<file path="src/rtl/id_ex_latch.sv">
// id_ex_latch: ID/EX pipeline register of the 5-stage MIPS datapath.
// Captures WB/M/EX control and ID-stage operands each rising edge and
// presents them to EX one cycle later. Supports stall (hold), flush
// (bubble insertion) and a saturating count of inserted bubbles.
//
// Ports:
//   clk, rst_n        clock, asynchronous active-low reset
//   stall, flush      hold all registers / load a NOP bubble (flush wins)
//   valid_in          ID stage holds a real instruction
//   ctlwb_in          {RegWrite, MemtoReg}
//   ctlm_in           {Branch, MemRead, MemWrite}
//   ctlex_in          {RegDst, ALUOp[1:0], ALUSrc}
//   npc_in, rdata1_in, rdata2_in, sign_ext_in   DATA_W operands
//   instr_2016_in, instr_1511_in                rt / rd fields
//   wb_ctlout, m_ctlout, regdst, aluop, alusrc  registered control
//   npcout, rdata1out, rdata2out, s_extendout   registered data
//   instrout_2016, instrout_1511                registered fields
//   valid_out         EX stage holds a real instruction
//   bubble_cnt        bubbles inserted since reset (saturating)
module id_ex_latch #(
  parameter int unsigned DATA_W = 32,
  parameter int unsigned CNT_W  = 16
) (
  input  logic              clk,
  input  logic              rst_n,
  input  logic              stall,
  input  logic              flush,
  input  logic              valid_in,
  input  logic [1:0]        ctlwb_in,
  input  logic [2:0]        ctlm_in,
  input  logic [3:0]        ctlex_in,
  input  logic [DATA_W-1:0] npc_in,
  input  logic [DATA_W-1:0] rdata1_in,
  input  logic [DATA_W-1:0] rdata2_in,
  input  logic [DATA_W-1:0] sign_ext_in,
  input  logic [4:0]        instr_2016_in,
  input  logic [4:0]        instr_1511_in,
  output logic [1:0]        wb_ctlout,
  output logic [2:0]        m_ctlout,
  output logic              regdst,
  output logic [1:0]        aluop,
  output logic              alusrc,
  output logic [DATA_W-1:0] npcout,
  output logic [DATA_W-1:0] rdata1out,
  output logic [DATA_W-1:0] rdata2out,
  output logic [DATA_W-1:0] s_extendout,
  output logic [4:0]        instrout_2016,
  output logic [4:0]        instrout_1511,
  output logic              valid_out,
  output logic [CNT_W-1:0]  bubble_cnt
);

  localparam int unsigned EX_W = 4;

  logic [EX_W-1:0] ex_q;
  logic            load_c;
  logic            bubble_c;
  logic            cnt_full_c;

  // Next-edge decisions: flush > stall > load
  always_comb begin
    load_c     = flush | ~stall;
    bubble_c   = flush | (~stall & ~valid_in);
    cnt_full_c = &bubble_cnt;
  end

  // Data and field registers: load on flush or normal load, hold on stall
  always_ff @(posedge clk or negedge rst_n) begin
    if (!rst_n) begin
      npcout        <= '0;
      rdata1out     <= '0;
      rdata2out     <= '0;
      s_extendout   <= '0;
      instrout_2016 <= '0;
      instrout_1511 <= '0;
    end else if (load_c) begin
      npcout        <= npc_in;
      rdata1out     <= rdata1_in;
      rdata2out     <= rdata2_in;
      s_extendout   <= sign_ext_in;
      instrout_2016 <= instr_2016_in;
      instrout_1511 <= instr_1511_in;
    end
  end

  // Control and valid: a bubble (flush or invalid slot) loads NOP control
  always_ff @(posedge clk or negedge rst_n) begin
    if (!rst_n) begin
      wb_ctlout <= '0;
      m_ctlout  <= '0;
      ex_q      <= '0;
      valid_out <= 1'b0;
    end else if (load_c) begin
      if (bubble_c) begin
        wb_ctlout <= '0;
        m_ctlout  <= '0;
        ex_q      <= '0;
        valid_out <= 1'b0;
      end else begin
        wb_ctlout <= ctlwb_in;
        m_ctlout  <= ctlm_in;
        ex_q      <= ctlex_in;
        valid_out <= 1'b1;
      end
    end
  end

  // Saturating bubble counter
  always_ff @(posedge clk or negedge rst_n) begin
    if (!rst_n) begin
      bubble_cnt <= '0;
    end else if (bubble_c && !cnt_full_c) begin
      bubble_cnt <= bubble_cnt + CNT_W'(1);
    end
  end

  // EX control split into its named fields
  assign regdst = ex_q[3];
  assign aluop  = ex_q[2:1];
  assign alusrc = ex_q[0];

endmodule
</file>
<file path="config.mk">
export PLATFORM = sky130hd
export DESIGN_NAME = id_ex_latch
export DESIGN_NICKNAME = d
export VERILOG_FILES = /design/src/rtl/id_ex_latch.sv
export SDC_FILE = /design/constraint.sdc
export NUM_CORES = 1
export LEC_CHECK = 0
export BUFFER_PORTS_ARGS = -buffer_cell sky130_fd_sc_hd__buf_2
export CAP_MARGIN = 20
export CELL_PAD_IN_SITES_DETAIL_PLACEMENT = 1
export CELL_PAD_IN_SITES_GLOBAL_PLACEMENT = 2
export CORE_UTILIZATION = 23
export CTS_CLUSTER_DIAMETER = 50
export DETAILED_ROUTE_END_ITERATION = 10
export PLACE_DENSITY = 0.77
export SLEW_MARGIN = 20
export SYNTH_ARGS = -nofsm -noshare
export SYNTH_HDL_FRONTEND = slang
export SYNTH_SLANG_ARGS = --single-unit
</file>
<file path="constraint.sdc">
create_clock -name clk -period 1.7 [get_ports clk]
set_input_delay 0.34 -clock clk [delete_from_list [all_inputs] [get_ports clk]]
set_output_delay 0.34 -clock clk [all_outputs]
set_load 0.03 [all_outputs]
</file>
==> results.ini <==
[setup_path]
max_stage_delay_ps=440
worstSetupPathType=flop to flop
crit_chain=and4_1 > and4bb_2 > buf_4 > nor4b_4 > xor2_1
endpoint_kind=flop
worst_setup_path_start_kind=flop
cp_max_fo=5
critPathRequiredTime_ps=2020
crit_slowest_cell=dfrtp_1
arrival_ps=1950

[global_route]
grt_pass1_wl_um=33150
grt_max_degree=55
grt_overflow=0
track_usage_pct=15.09
antenna_found_initial=5
grt_pass1_vias=6096

[power_and_ir_drop]
power_density_nw_per_um2=1153
irDropWorstVdd_mv=0.5788
leakagePower_nw=5.206

[detailed_routing]
firstDrtPassIters=4
wl_per_cell_um=15.15
totalWireLength_um=20770
ant_nets=0
vias=5685
route.detailed.drc=0
dr.first_iter.drc_count=159
vias_per_cell=4.147

[placement]
gp_congestion=0.7665
dp.cells=1336
dp_hpwl_um=15460
io_buffers=315
pre_cts_ws_ps=82.30

[sta]
slew_headroom_pct=62.81
setup_violations=0
setup_ws_ps=76.63
tightest_slew_ps=555.5
finalCriticalPeriod_ps=1623
fin_crit_sh_pct=95.49
hold_viol=0
clock_skew_ps=14.09
rsz0062_at_grt=no
setup-tns-final_ps=0
slew_violations=0
clock.fmax_mhz=616.0

[status]
status=completed

[synthesis]
synth-edff-count=0
syn-instance-count=680
synth.avg_cell_area_um2=9.285
ys_ff_latch=164
synthArstFlopShare_pct=100.0
synth.yosys.seq_area_share_pct=65.00
ys_top_cells_by_count=nand2_1 (420), dfrtp_1 (164), clkbuf_1 (23)
ys.flop_type=dfrtp_1
yosysWarningCount=0
yosys.area.top_type=dfrtp_1
syn-num-nets=833
synth_top_area_share_pct=65.00
yosysMostFrequentCell=nand2_1
synth_area_leaders=dfrtp_1 (65%), nand2_1 (25%), xor2_1 (2.1%)
syn_area_um2=6314
synth_cell_types=30

[run]
cap_violations=0

[clock_tree]
clk_pin_slew_worst_paths_ps=80
cts_root_buf=clkbuf_16
clk_path_buf_depth=2
cts_tree=yes
cts.sinks=164
post-cts-setup-buffers=0
clk_latency_ps=420
cts-htree-levels=4
numCtsBuffers=17

[finish]
drive_gt1_share_pct=38.23
layout.cells.non_filler=1371
fin_nets=1168
area_growth_syn_to_layout_pct=45.90

[floorplanning]
initial_utilization_pct=23.43
ios=316
core_um2=26950
die_w_um=167.7
die_area_um2=28120
std_cell_rows=60
fp.dieH_um=167.7

[min_path]
hold_class=input port to flop

state kept, by name, indices dropped and copies added (netlist names):
name,count
bubble_cnt,16
m_ctlout,3
rdata2out,32
rdata1out,32
instrout_1511,5
wb_ctlout,2
instrout_2016,5
valid_out,1
s_extendout,32
ex_q,4
npcout,32
routing by layer:
layer  GRT usage [%]  wire (um)
met1           17.89       8800
met3           6.381       1853
met5               0         30
met4           3.391        197
met2           25.27       9886
critical path, delay by kind of cell (launching register included):
kind	cells	cell delay, ps
buffers and inverters	1	160
AND/OR/NAND/NOR	3	730
XOR/XNOR	1	190
flip-flops	1	440
power by group:
| part | switching, mW | internal [mW] |
|---|---|---|
| combinational | 1.59 | 0.793 |
| sequential | 0.244 | 4.29 |
| clock | 1.77 | 1.93 |
| total | 3.61 | 7.01 |
final cells by class:
| class | instances | area (um2) |
|---|---|---|
| Clock buffer | 19 | 432.9 |
| Antenna cell | 2 | 5.005 |
| Tap cell | 341 | 426.7 |
| Multi-Input combinational cell | 484 | 2128 |
| Fill cell | 3237 | 17740 |
| Clock inverter | 13 | 116.4 |
| Timing Repair Buffer | 348 | 1996 |
| Sequential cell | 164 | 4106 |
cell families (layout without fill, tap and decap cells):
kind of cell / count (synthesis) / count (layout) / synth area share [%]
compound gates: 12 / 12 / 1.566
xor+xnor: 15 / 15 / 2.081
fa+ha+maj: 1 / 1 / 0.1981
buf+inv: 32 / 380 / 2.101
flops: 164 / 164 / 65.00
mux: 1 / 1 / 0.2377
other cells: 0 / 2 / 0
simple gates: 455 / 455 / 28.81
path summary, 6_finish.rpt:
path / from / to / slack (ps) / cells after the start
setup / recovery: bubble_cnt[3] / bubble_cnt[7] / 80 / 5
hold / removal: sign_ext_in[21] / s_extendout[21] / 110 / 3
setup reg to reg: bubble_cnt[3] / bubble_cnt[7] / 80 / 5
hold reg to reg: npcout[6] / npcout[6] / 460 / 2
max in group asynchronous: rst_n / npcout[3] / 700 / 3
min in group asynchronous: rst_n / bubble_cnt[14] / 410 / 2
what timing repair did:
action                                 CTS  global route
setup endpoints to repair                0             3
hold buffers                             1             0
endpoints found under the hold margin   31             0
resized for setup                        0             5
stage by stage:
| step | total power [mW] | utilization, % | area (um2) | hold slack [ps] |
|---|---|---|---|---|
| after floorplan | 5.928 | - | 6329 | 44.41 |
| after global placement | 6.955 | 32.00 | 8623 | 298.6 |
| after detailed placement | 7.023 | 32.00 | 8623 | 292.7 |
| after CTS | 10.81 | 34.07 | 9183 | 86.65 |
| after global routing | 11.18 | 34.16 | 9206 | 86.04 |
| final | 10.62 | 34.18 | 9211 | 105.2 |
cells in the final DEF, fill, tap and decap left out, types with 2 or more instances in the layout:
master and instances:
nand2_1 420, buf_2 314, dfrtp_1 162, buf_4 19, clkbuf_16 17, xor2_1 15, buf_12 13, a22o_1 9
nor2_1 6, nand3_1 5, nor3_1 5, inv_6 5, nand4_1 3, clkinv_4 3, inv_8 3, diode_2 2
nor3b_2 2, and3_1 2, nor4b_4 2, dfrtp_2 2, clkbuf_1 2
Power figures use the tool's default switching activity.
